## src/rtl/tape_pkg.sv

```systemverilog
// Shared types and helpers for the cassette playback engine.
package tape_pkg;

  typedef enum logic [2:0] {
    ST_IDLE,
    ST_LEADER,
    ST_SYNC,
    ST_DATA,
    ST_PAUSE,
    ST_DONE
  } tape_state_e;

  localparam int unsigned TAP_INDEX_DEFAULT = 1;

  function automatic int unsigned half_period(input logic bit_val,
                                              input int unsigned zero_half,
                                              input int unsigned one_half);
    return bit_val ? one_half : zero_half;
  endfunction

endpackage

```

## src/rtl/tape_bit_timer.sv

```systemverilog
// One bit-cell generator: ear high for H cycles, then low for H cycles.
module tape_bit_timer #(
  parameter int unsigned TW = 16
) (
  input  logic          clock,
  input  logic          reset_n,
  input  logic          clear,
  input  logic          load,
  input  logic          hold,
  input  logic [TW-1:0] half,
  output logic          ear,
  output logic          busy,
  output logic          cell_done
);

  logic [TW-1:0] cnt_q, cnt_d;
  logic [TW-1:0] half_q, half_d;
  logic          ear_q, ear_d;
  logic          busy_q, busy_d;

  assign ear       = ear_q;
  assign busy      = busy_q;
  // Fires in the final low cycle so a load in that cycle keeps cells gap-free.
  assign cell_done = busy_q && !ear_q && (cnt_q == '0) && !hold;

  always_comb begin
    cnt_d  = cnt_q;
    half_d = half_q;
    ear_d  = ear_q;
    busy_d = busy_q;
    if (clear) begin
      cnt_d  = '0;
      ear_d  = 1'b0;
      busy_d = 1'b0;
    end else if (load) begin
      half_d = half;
      cnt_d  = half - TW'(1);
      ear_d  = 1'b1;
      busy_d = 1'b1;
    end else if (busy_q && !hold) begin
      if (cnt_q != '0) begin
        cnt_d = cnt_q - TW'(1);
      end else if (ear_q) begin
        ear_d = 1'b0;
        cnt_d = half_q - TW'(1);
      end else begin
        busy_d = 1'b0;
      end
    end
  end

  always_ff @(posedge clock or negedge reset_n) begin
    if (!reset_n) begin
      cnt_q  <= '0;
      half_q <= '0;
      ear_q  <= 1'b0;
      busy_q <= 1'b0;
    end else begin
      cnt_q  <= cnt_d;
      half_q <= half_d;
      ear_q  <= ear_d;
      busy_q <= busy_d;
    end
  end

endmodule

```

## src/rtl/tape_player.sv

```systemverilog
// Cassette playback: captures TAP length, fetches bytes from tape RAM and
// serialises them (leader, sync, data MSB first) into the EAR square wave.
module tape_player
  import tape_pkg::*;
#(
  parameter int unsigned TAP_INDEX   = TAP_INDEX_DEFAULT,
  parameter int unsigned ZERO_HALF   = 7000,
  parameter int unsigned ONE_HALF    = 14000,
  parameter int unsigned LEADER_BITS = 768,
  parameter int unsigned AW          = 20
) (
  input  logic          clock,
  input  logic          reset_n,
  input  logic          ioctl_download,
  input  logic [7:0]    ioctl_index,
  input  logic          ioctl_wr,
  input  logic [24:0]   ioctl_addr,
  input  logic          play,
  input  logic          stop,
  input  logic          rewind,
  output logic          rd_req,
  output logic [AW-1:0] rd_addr,
  input  logic          rd_ack,
  input  logic [7:0]    rd_data,
  output logic          ear,
  output logic          active,
  output logic [AW-1:0] tape_len
);

  localparam int unsigned MAXH = (ONE_HALF > ZERO_HALF) ? ONE_HALF : ZERO_HALF;
  localparam int unsigned TW   = $clog2(MAXH + 1);
  localparam int unsigned LW   = (LEADER_BITS > 1) ? $clog2(LEADER_BITS) : 1;

  tape_state_e   state_q, state_d, ret_q, ret_d, nxt;
  logic [AW-1:0] pos_q, pos_d, len_q, len_d, addr_q, addr_d;
  logic [LW-1:0] lead_q, lead_d;
  logic [7:0]    shift_q, shift_d, buf_q, buf_d;
  logic [2:0]    bit_q, bit_d;
  logic          buf_vld_q, buf_vld_d;
  logic          req_q, req_d, pend_q, pend_d, disc_q, disc_d, dl_q, dl_d;

  logic          dl_tap, kill, ack_now, store_now, byte_avail, is_active;
  logic [7:0]    byte_nxt;
  logic          load_byte, fetch_new, cell_end;
  logic          tmr_load, tmr_bit, tmr_ear, tmr_busy, tmr_done;
  logic [TW-1:0] tmr_half;
  logic          unused_addr;

  assign unused_addr = ^ioctl_addr[24:AW];

  assign dl_tap     = ioctl_download && (ioctl_index == 8'(TAP_INDEX));
  assign kill       = rewind || (dl_tap && !dl_q);
  assign ack_now    = rd_ack && req_q;
  assign store_now  = ack_now && !disc_q && !kill;
  // An ack arriving in the cycle the shifter needs a byte is bypassed straight in.
  assign byte_avail = buf_vld_q || store_now;
  assign byte_nxt   = buf_vld_q ? buf_q : rd_data;
  assign is_active  = (state_q == ST_LEADER) || (state_q == ST_SYNC) || (state_q == ST_DATA);
  // Timer idle in SYNC/DATA means an underrun: the cell waits, ear low.
  assign cell_end   = tmr_done || !tmr_busy;
  assign tmr_half   = TW'(half_period(tmr_bit, ZERO_HALF, ONE_HALF));

  always_comb begin
    state_d   = state_q;
    ret_d     = ret_q;
    pos_d     = pos_q;
    len_d     = len_q;
    addr_d    = addr_q;
    lead_d    = lead_q;
    shift_d   = shift_q;
    buf_d     = buf_q;
    bit_d     = bit_q;
    buf_vld_d = buf_vld_q;
    req_d     = req_q;
    pend_d    = pend_q;
    disc_d    = disc_q;
    dl_d      = dl_tap;
    nxt       = state_q;
    load_byte = 1'b0;
    fetch_new = 1'b0;
    tmr_load  = 1'b0;
    tmr_bit   = 1'b0;

    if (dl_tap && ioctl_wr) len_d = ioctl_addr[AW-1:0] + AW'(1);

    if (ack_now) begin
      req_d  = 1'b0;
      disc_d = 1'b0;
    end
    if (store_now) begin
      buf_d     = rd_data;
      buf_vld_d = 1'b1;
    end

    if (kill) begin
      state_d   = ST_IDLE;
      pos_d     = '0;
      buf_vld_d = 1'b0;
      pend_d    = 1'b0;
      disc_d    = req_q && !ack_now;
    end else begin
      case (state_q)
        ST_IDLE, ST_DONE: begin
          if (play && !stop && !dl_tap && (len_q != '0)) begin
            nxt      = ST_LEADER;
            pos_d    = '0;
            lead_d   = LW'(LEADER_BITS - 1);
            tmr_load = 1'b1;
          end
        end
        ST_LEADER: begin
          if (tmr_done) begin
            tmr_load = 1'b1;
            if (lead_q == '0) begin
              nxt       = ST_SYNC;
              tmr_bit   = 1'b1;
              fetch_new = 1'b1;
            end else begin
              lead_d = lead_q - LW'(1);
            end
          end
        end
        ST_SYNC: begin
          if (cell_end && byte_avail) begin
            nxt       = ST_DATA;
            load_byte = 1'b1;
          end
        end
        ST_DATA: begin
          if (cell_end) begin
            if (bit_q != 3'd0) begin
              bit_d    = bit_q - 3'd1;
              shift_d  = {shift_q[6:0], 1'b0};
              tmr_load = 1'b1;
              tmr_bit  = shift_q[6];
            end else if (pos_q == len_q) begin
              nxt = ST_DONE;
            end else if (byte_avail) begin
              load_byte = 1'b1;
            end
          end
        end
        ST_PAUSE: begin
          if (play && !stop) nxt = ret_q;
        end
        default: nxt = ST_IDLE;
      endcase

      if (load_byte) begin
        shift_d   = byte_nxt;
        bit_d     = 3'd7;
        buf_vld_d = 1'b0;
        pos_d     = pos_q + AW'(1);
        tmr_load  = 1'b1;
        tmr_bit   = byte_nxt[7];
        fetch_new = ((pos_q + AW'(1)) != len_q);
      end

      // Work due in the stop cycle still completes; PAUSE resumes into its target.
      if (stop && is_active &&
          ((nxt == ST_LEADER) || (nxt == ST_SYNC) || (nxt == ST_DATA))) begin
        state_d = ST_PAUSE;
        ret_d   = nxt;
      end else begin
        state_d = nxt;
      end

      if (fetch_new || pend_q) begin
        if (!req_q) begin
          req_d  = 1'b1;
          addr_d = pos_d;
          pend_d = 1'b0;
        end else begin
          pend_d = 1'b1;
        end
      end
    end
  end

  always_ff @(posedge clock or negedge reset_n) begin
    if (!reset_n) begin
      state_q   <= ST_IDLE;
      ret_q     <= ST_IDLE;
      pos_q     <= '0;
      len_q     <= '0;
      addr_q    <= '0;
      lead_q    <= '0;
      shift_q   <= '0;
      buf_q     <= '0;
      bit_q     <= '0;
      buf_vld_q <= 1'b0;
      req_q     <= 1'b0;
      pend_q    <= 1'b0;
      disc_q    <= 1'b0;
      dl_q      <= 1'b0;
    end else begin
      state_q   <= state_d;
      ret_q     <= ret_d;
      pos_q     <= pos_d;
      len_q     <= len_d;
      addr_q    <= addr_d;
      lead_q    <= lead_d;
      shift_q   <= shift_d;
      buf_q     <= buf_d;
      bit_q     <= bit_d;
      buf_vld_q <= buf_vld_d;
      req_q     <= req_d;
      pend_q    <= pend_d;
      disc_q    <= disc_d;
      dl_q      <= dl_d;
    end
  end

  tape_bit_timer #(.TW(TW)) u_timer (
    .clock     (clock),
    .reset_n   (reset_n),
    .clear     (kill),
    .load      (tmr_load),
    .hold      (state_q == ST_PAUSE),
    .half      (tmr_half),
    .ear       (tmr_ear),
    .busy      (tmr_busy),
    .cell_done (tmr_done)
  );

  assign rd_req   = req_q;
  assign rd_addr  = addr_q;
  assign ear      = tmr_ear;
  assign active   = is_active;
  assign tape_len = len_q;

endmodule

```

## config.mk

```make
export PLATFORM = sky130hd
export DESIGN_NAME = tape_player
export DESIGN_NICKNAME = d
export VERILOG_FILES = /design/src/rtl/tape_pkg.sv /design/src/rtl/tape_bit_timer.sv /design/src/rtl/tape_player.sv
export SDC_FILE = /design/constraint.sdc
export NUM_CORES = 1
export LEC_CHECK = 0
export CORE_MARGIN = 1
export CORE_UTILIZATION = 51
export CTS_CLUSTER_SIZE = 10
export DETAILED_ROUTE_END_ITERATION = 10
export PLACE_DENSITY = 0.8
export SYNTH_ARGS = -nofsm -noshare
export SYNTH_HDL_FRONTEND = slang
export SYNTH_SLANG_ARGS = --single-unit
```

## constraint.sdc

```tcl
create_clock -name clock -period 3 [get_ports clock]
set_input_delay 0.3 -clock clock [delete_from_list [all_inputs] [get_ports clock]]
set_output_delay 0.3 -clock clock [all_outputs]
set_load 0.02 [all_outputs]
```

### Word level (Yosys, flattened, before mapping)

Index checks and enable logic that the tools add are counted.

* $add $sub $neg: 7
* bitwise logic cells: 2
* equality and inequality tests: 16
* reduce and logical (&&, ||, !) cells: 58
* muxes and demuxes: 80

Operators by type and width (count)
* $mux W14: 6
* $mux W20: 4
* $mux W3: 15
* $mux W1: 42
* $sub A14 B1 Y14 const B: 3
* $add A20 B1 Y20 const B: 2
* $mux W10: 3
* $mux W7: 4
* $eq A20 B20 Y1: 1
* $ne A20 B20 Y1: 1
* $pmux W10 S2: 1
* $reduce_bool A20 Y1: 1
* $logic_and A1 B1 Y1: 17
* $pmux W3 S5: 1
* $logic_not A14 Y1: 1
* $reduce_bool A14 Y1: 1
* $eq A3 B2 Y1 const B: 4
* $reduce_bool A2 Y1: 6
* $logic_not A10 Y1: 1
* $sub A10 B1 Y10 const B: 1
* $logic_not A1 Y1: 9
* $reduce_bool A3 Y1: 3
* $eq A8 B1 Y1 const B: 1
* $logic_or A1 B1 Y1: 8
* 16 further kinds: 27

* register bits: 129
* input bits: 49
* word-level logic and storage cells: 181
* output and inout bits: 43

### Logic depth before layout (Yosys ltp)

* depth after elaboration: 19
* depth in mapped cells: 14
* depth with buffers taken out: 10

### Hierarchy

A second synthesis with hierarchy kept.

* cells, all modules: 847
* area total of the unflattened synthesis: 7918.8 µm²

By module, submodules not included
* tape_player: instances 1, seq. area each 2477.4 µm², cells an instance 637, area each 5924.4 µm²
* tape_bit_timer: instances 1, seq. area each 750.7 µm², cells an instance 210, area each 1994.4 µm²

### Worst setup path before layout

OpenSTA, ideal clock, no wires.

* kind: reg-to-reg
* from: register len_q[11], in the netlist tape_len[11]
* to: register addr_q[1], in the netlist rd_addr[1]
* buffers on the path: 4
* clock period less this slack: 2847 ps
* stages on the path, launching flop included: 13
* data arrival time: 2720 ps
* required time: 2872 ps
* library setup time: 128 ps
* setup slack: 153 ps
* cells stage by stage: dfrtp_1 > buf_2 > xor2_1 > or4_1 > nor3_1 > a31oi_1 > and2_1 > buf_2 > buf_2 > buf_6 > nand2_1 > nand2_1 > mux2_1

* longest elaborated chain between the ends: 10
* elaborated cells on any way between the ends: 16
* classes of those cells: eq/ne (2); mux (10); reduce/logical (4)

RTL lines
* from (decl): RTL line tape_player.sv:35 `logic [AW-1:0] pos_q, pos_d, len_q, len_d, addr_q, addr_d;`
* from (signal assigned): RTL line tape_player.sv:200 `len_q <= len_d;`
* $eq A20 B20 Y1: RTL line tape_player.sv:136 `end else if (pos_q == len_q) begin`
* $mux W1: RTL line tape_player.sv:136
* $mux W1: RTL line tape_player.sv:131 `if (bit_q != 3'd0) begin`
* $mux W1: RTL line tape_player.sv:130 `if (cell_end) begin`
* $pmux W1 S2: RTL line tape_player.sv:102 `case (state_q)`
* $mux W1: RTL line tape_player.sv:95 `if (kill) begin`
* $mux W1: RTL line tape_player.sv:149 `if (load_byte) begin`
* $mux W1: RTL line tape_player.sv:95
* $logic_or A1 B1 Y1: RTL line tape_player.sv:168 `if (fetch_new || pend_q) begin`
* $reduce_and A3 Y1 (no line)
* to (signal assigned): RTL line tape_player.sv:201 `addr_q <= addr_d;`
* to (decl): RTL line tape_player.sv:35

Several ways; a longest one is shown, not always the timed one. The select of a mux whose other input is x is not followed.
A chain may end at the register's enable or synchronous reset.

### Worst setup path after layout

* from: register len_q[17], in the netlist tape_len[17]
* to: register addr_q[1], in the netlist rd_addr[1]

Same word-level chain as after synthesis.

==> impl_metrics.json <==
{
  "endpoint_kind": "register",
  "whs_ns": 0.3729,
  "place_hpwl_mm": 13.09,
  "worstSkewPairLatency_ns": 0.43,
  "hold_path_class": "in2async",
  "ys_seq_elements": 118,
  "drcViolationCount": 0,
  "clkPwrFrac": 0.413,
  "finalPower_uw": 5269,
  "htreeDepth": 4,
  "min_period_ns": 2.922,
  "final_nets": 976,
  "vias_per_cell": 5.862,
  "synth_area_sq_um": 6954,
  "power_switching_share": 0.2919,
  "synth_top_flop_cell": "dfrtp_1",
  "synth_fp_nets": 821,
  "cp-start-kind": "register",
  "io_pins": 92,
  "crit_buf_inv": 2,
  "syn2layout_area_growth_pct": 35.26,
  "final_cell_mix": "109 x dfrtp_1, 85 x clkdlybuf4s50_1, 81 x nand2_1",
  "setup_viol_count_final": 0,
  "cts_buffer_depth": 2,
  "root_buffer": "clkbuf_16",
  "max-cap-violations": 0,
  "skew_ns": 0.01211,
  "cp_data_required_time_ns": 3.30,
  "numPortBuffers": 86,
  "path_delay_family": "compound AO/OA/AOI/OAI gates",
  "slowest_delay_ns": 0.44,
  "cts_tree": "done",
  "p_per_area_nw_per_um2": 560.2,
  "timing.setup.tns_ns": 0,
  "initial_core_util": 0.5231,
  "drive_gt1_frac": 0.1961,
  "drt_iter0_drc": 607,
  "ys_warn_count": 0,
  "power_frac_seq": 0.366,
  "crit_type": "reg2reg",
  "synth_top_cells_by_area": "dfrtp_1 42%, mux2i_1 4.7%, xor2_1 4.7%",
  "status": "finished clean",
  "finalHoldViolCount": 0,
  "die_x_um": 118.8,
  "yosys.area.top_type": "dfrtp_1",
  "post_synth.cell_area_avg_sq_um": 9.090,
  "die_h_um": 118.8,
  "numCtsBuffers": 17,
  "cts.clk_slew.worst_paths_ns": 0.06,
  "critPathMaxFanout": 6,
  "power_switching_uw": 1538,
  "core_sq_um": 13300,
  "worst_slack_ns": 0.07789,
  "dieArea_sq_um": 14110,
  "ys_seq_area_frac": 0.4246,
  "critPathSlowestCell": "dfrtp_1",
  "combinationalPowerShare": 0.221,
  "slew-limit-headroom": 0.5590,
  "synth-edff-count": 0,
  "cts_sinks": 118,
  "peakVddDrop_v": 0.0004045,
  "internal_power_uw": 3731,
  "grt_pass1_vias": 6277,
  "dr.pass1.iters": 7,
  "detail_route.wirelength_mm": 19.08,
  "grt_pass1_wl_mm": 30.13,
  "grt_max_degree": 56,
  "syn_inst": 765,
  "synthArstFlopShare": 1.000,
  "placementRows": 42,
  "synthDistinctLibCells": 69,
  "yosys.area.top_type_share": 0.4246,
  "crit_path_cell_trace": "xnor2_1 -> or3_4 -> a2111oi_4 -> buf_4 -> o2111ai_1 -> nor4_2 -> a31o_2 -> a211oi_4 -> buf_12 -> mux2_1",
  "ant_nets": 0,
  "wl_per_cell_um": 17.20,
  "max_freq_ghz": 0.3422,
  "layout_commonest_cell": "dfrtp_1",
  "pre_cts_ws_ns": -0.04658,
  "period_share": 0.9740,
  "antennaDiodeCount": 0,
  "overflow": 0,
  "slew_violations": 0,
  "gp_congestion": 0.9485,
  "critical_path_arrival_ns": 3.22,
  "vias": 6501,
  "worstMarginPinSlew_ns": 0.6559,
  "antenna_found_initial": 0,
  "grt_usage": 0.2727,
  "p_leak_uw": 0.003990
}
[area by class of cell]
type / instances / area [sq um]
fill: 957 / 3889
tap: 176 / 220.2
clock buffer: 21 / 460.4
multi-input combinational: 575 / 3836
clock inverter: 11 / 171.4
timing repair buffer: 173 / 1623
inverter: 35 / 131.4
sequential: 118 / 2964
[Yosys cell counts, types with 4 or more instances]
| master | number |
|---|---|
| a22o_1 | 5 |
| clkbuf_1 | 15 |
| o211ai_1 | 8 |
| buf_2 | 17 |
| nand4_1 | 10 |
| ha_1 | 7 |
| or3_1 | 6 |
| or4_1 | 8 |
| dfrtp_1 | 118 |
| a211oi_1 | 6 |
| nand3_1 | 26 |
| o31ai_1 | 7 |
| xor2_1 | 37 |
| nor3_1 | 32 |
| mux2_2 | 17 |
| nand2b_1 | 11 |
| nand2_1 | 81 |
| nor2b_1 | 7 |
| o21ai_0 | 53 |
| o2111ai_1 | 4 |
| and3_1 | 4 |
| nor3b_1 | 4 |
| and2_1 | 5 |
| xnor2_1 | 18 |
| a21oi_1 | 30 |
| inv_1 | 35 |
| nor4_1 | 13 |
| mux2i_1 | 33 |
| nor2_1 | 68 |
| o21a_1 | 7 |
| a31oi_1 | 11 |
[state kept, by name (all words and copies together) (netlist names), 3 cells and up]
| signal | count |
|---|---|
| state_q | 3 |
| tape_len | 20 |
| u_timer.cnt_q | 14 |
| pos_q | 20 |
| lead_q | 10 |
| buf_q | 8 |
| bit_q | 3 |
| rd_addr | 20 |
| ret_q | 3 |
| shift_q | 7 |
| u_timer.half_q | 3 |
[worst register-to-register path, stage by stage, from the launching register on]
cell	delay, ns
dfrtp_1	0.44
xnor2_1	0.20
or3_4	0.43
a2111oi_4	0.35
buf_4	0.16
o2111ai_1	0.14
nor4_2	0.27
a31o_2	0.23
a211oi_4	0.08
buf_12	0.18
mux2_1	0.32
[worst paths after layout]
path                         startpoint    endpoint  slack, ns  cells after the start
max                        tape_len[17]  rd_addr[1]       0.08                     10
min                             reset_n   lead_q[5]       0.37                      2
max reg2reg                tape_len[17]  rd_addr[1]       0.08                     10
min reg2reg                   lead_q[6]   lead_q[6]       0.47                      1
max in group asynchronous       reset_n    pos_q[3]       1.84                      3
min in group clock            lead_q[6]   lead_q[6]       0.47                      1
[per-layer routing]
layer  track usage  routed length [um]  vias up  share of wire
li1              -                   -     3067              -
met5             0                   0        -              0
met1        0.3220                7674     3110           0.40
met3       0.06081                1156       51          0.061
met4        0.1210                 574        0          0.030
met2        0.4733                9673      273           0.51
[cells by family after synthesis]
family	after synthesis	synth area share
AOI/OAI and AO/OA	169	0.1601
xor gates and xnor gates	55	0.06927
adders and majority gates	7	0.01259
buffers and inverters	72	0.04516
DFF	118	0.4246
muxes	51	0.07665
and+or+nand+nor	293	0.2116
[power groups by stage]
stage	combinational [uW]	sequential, uW	clock, uW
floorplan	669	1930	0
global route	1280	1950	2290
global placement	1080	1920	0
detailed placement	1120	1930	0
finish	1170	1930	2180
CTS	1130	1910	2190
[metrics by stage]
step | area, sq um | instances | util
after floorplan | 6954 | 765 | -
after global placement | 8449 | 1063 | 0.6355
after detailed placement | 8449 | 1063 | 0.6355
after CTS | 9101 | 1096 | 0.6845
after global routing | 9407 | 1109 | 0.7075
final | 9407 | 1109 | 0.7075
[what timing repair did]
item / in CTS / in global routing
endpoints found under the hold margin: 31 / 0
hold buffers: 1 / 0
buffers inserted: 0 / 11
cloned: 0 / 2
pin swaps: 1 / 10
endpoints found under the setup margin: 12 / 59
resized for setup: 4 / 40
(Power assumes the default switching activity.)
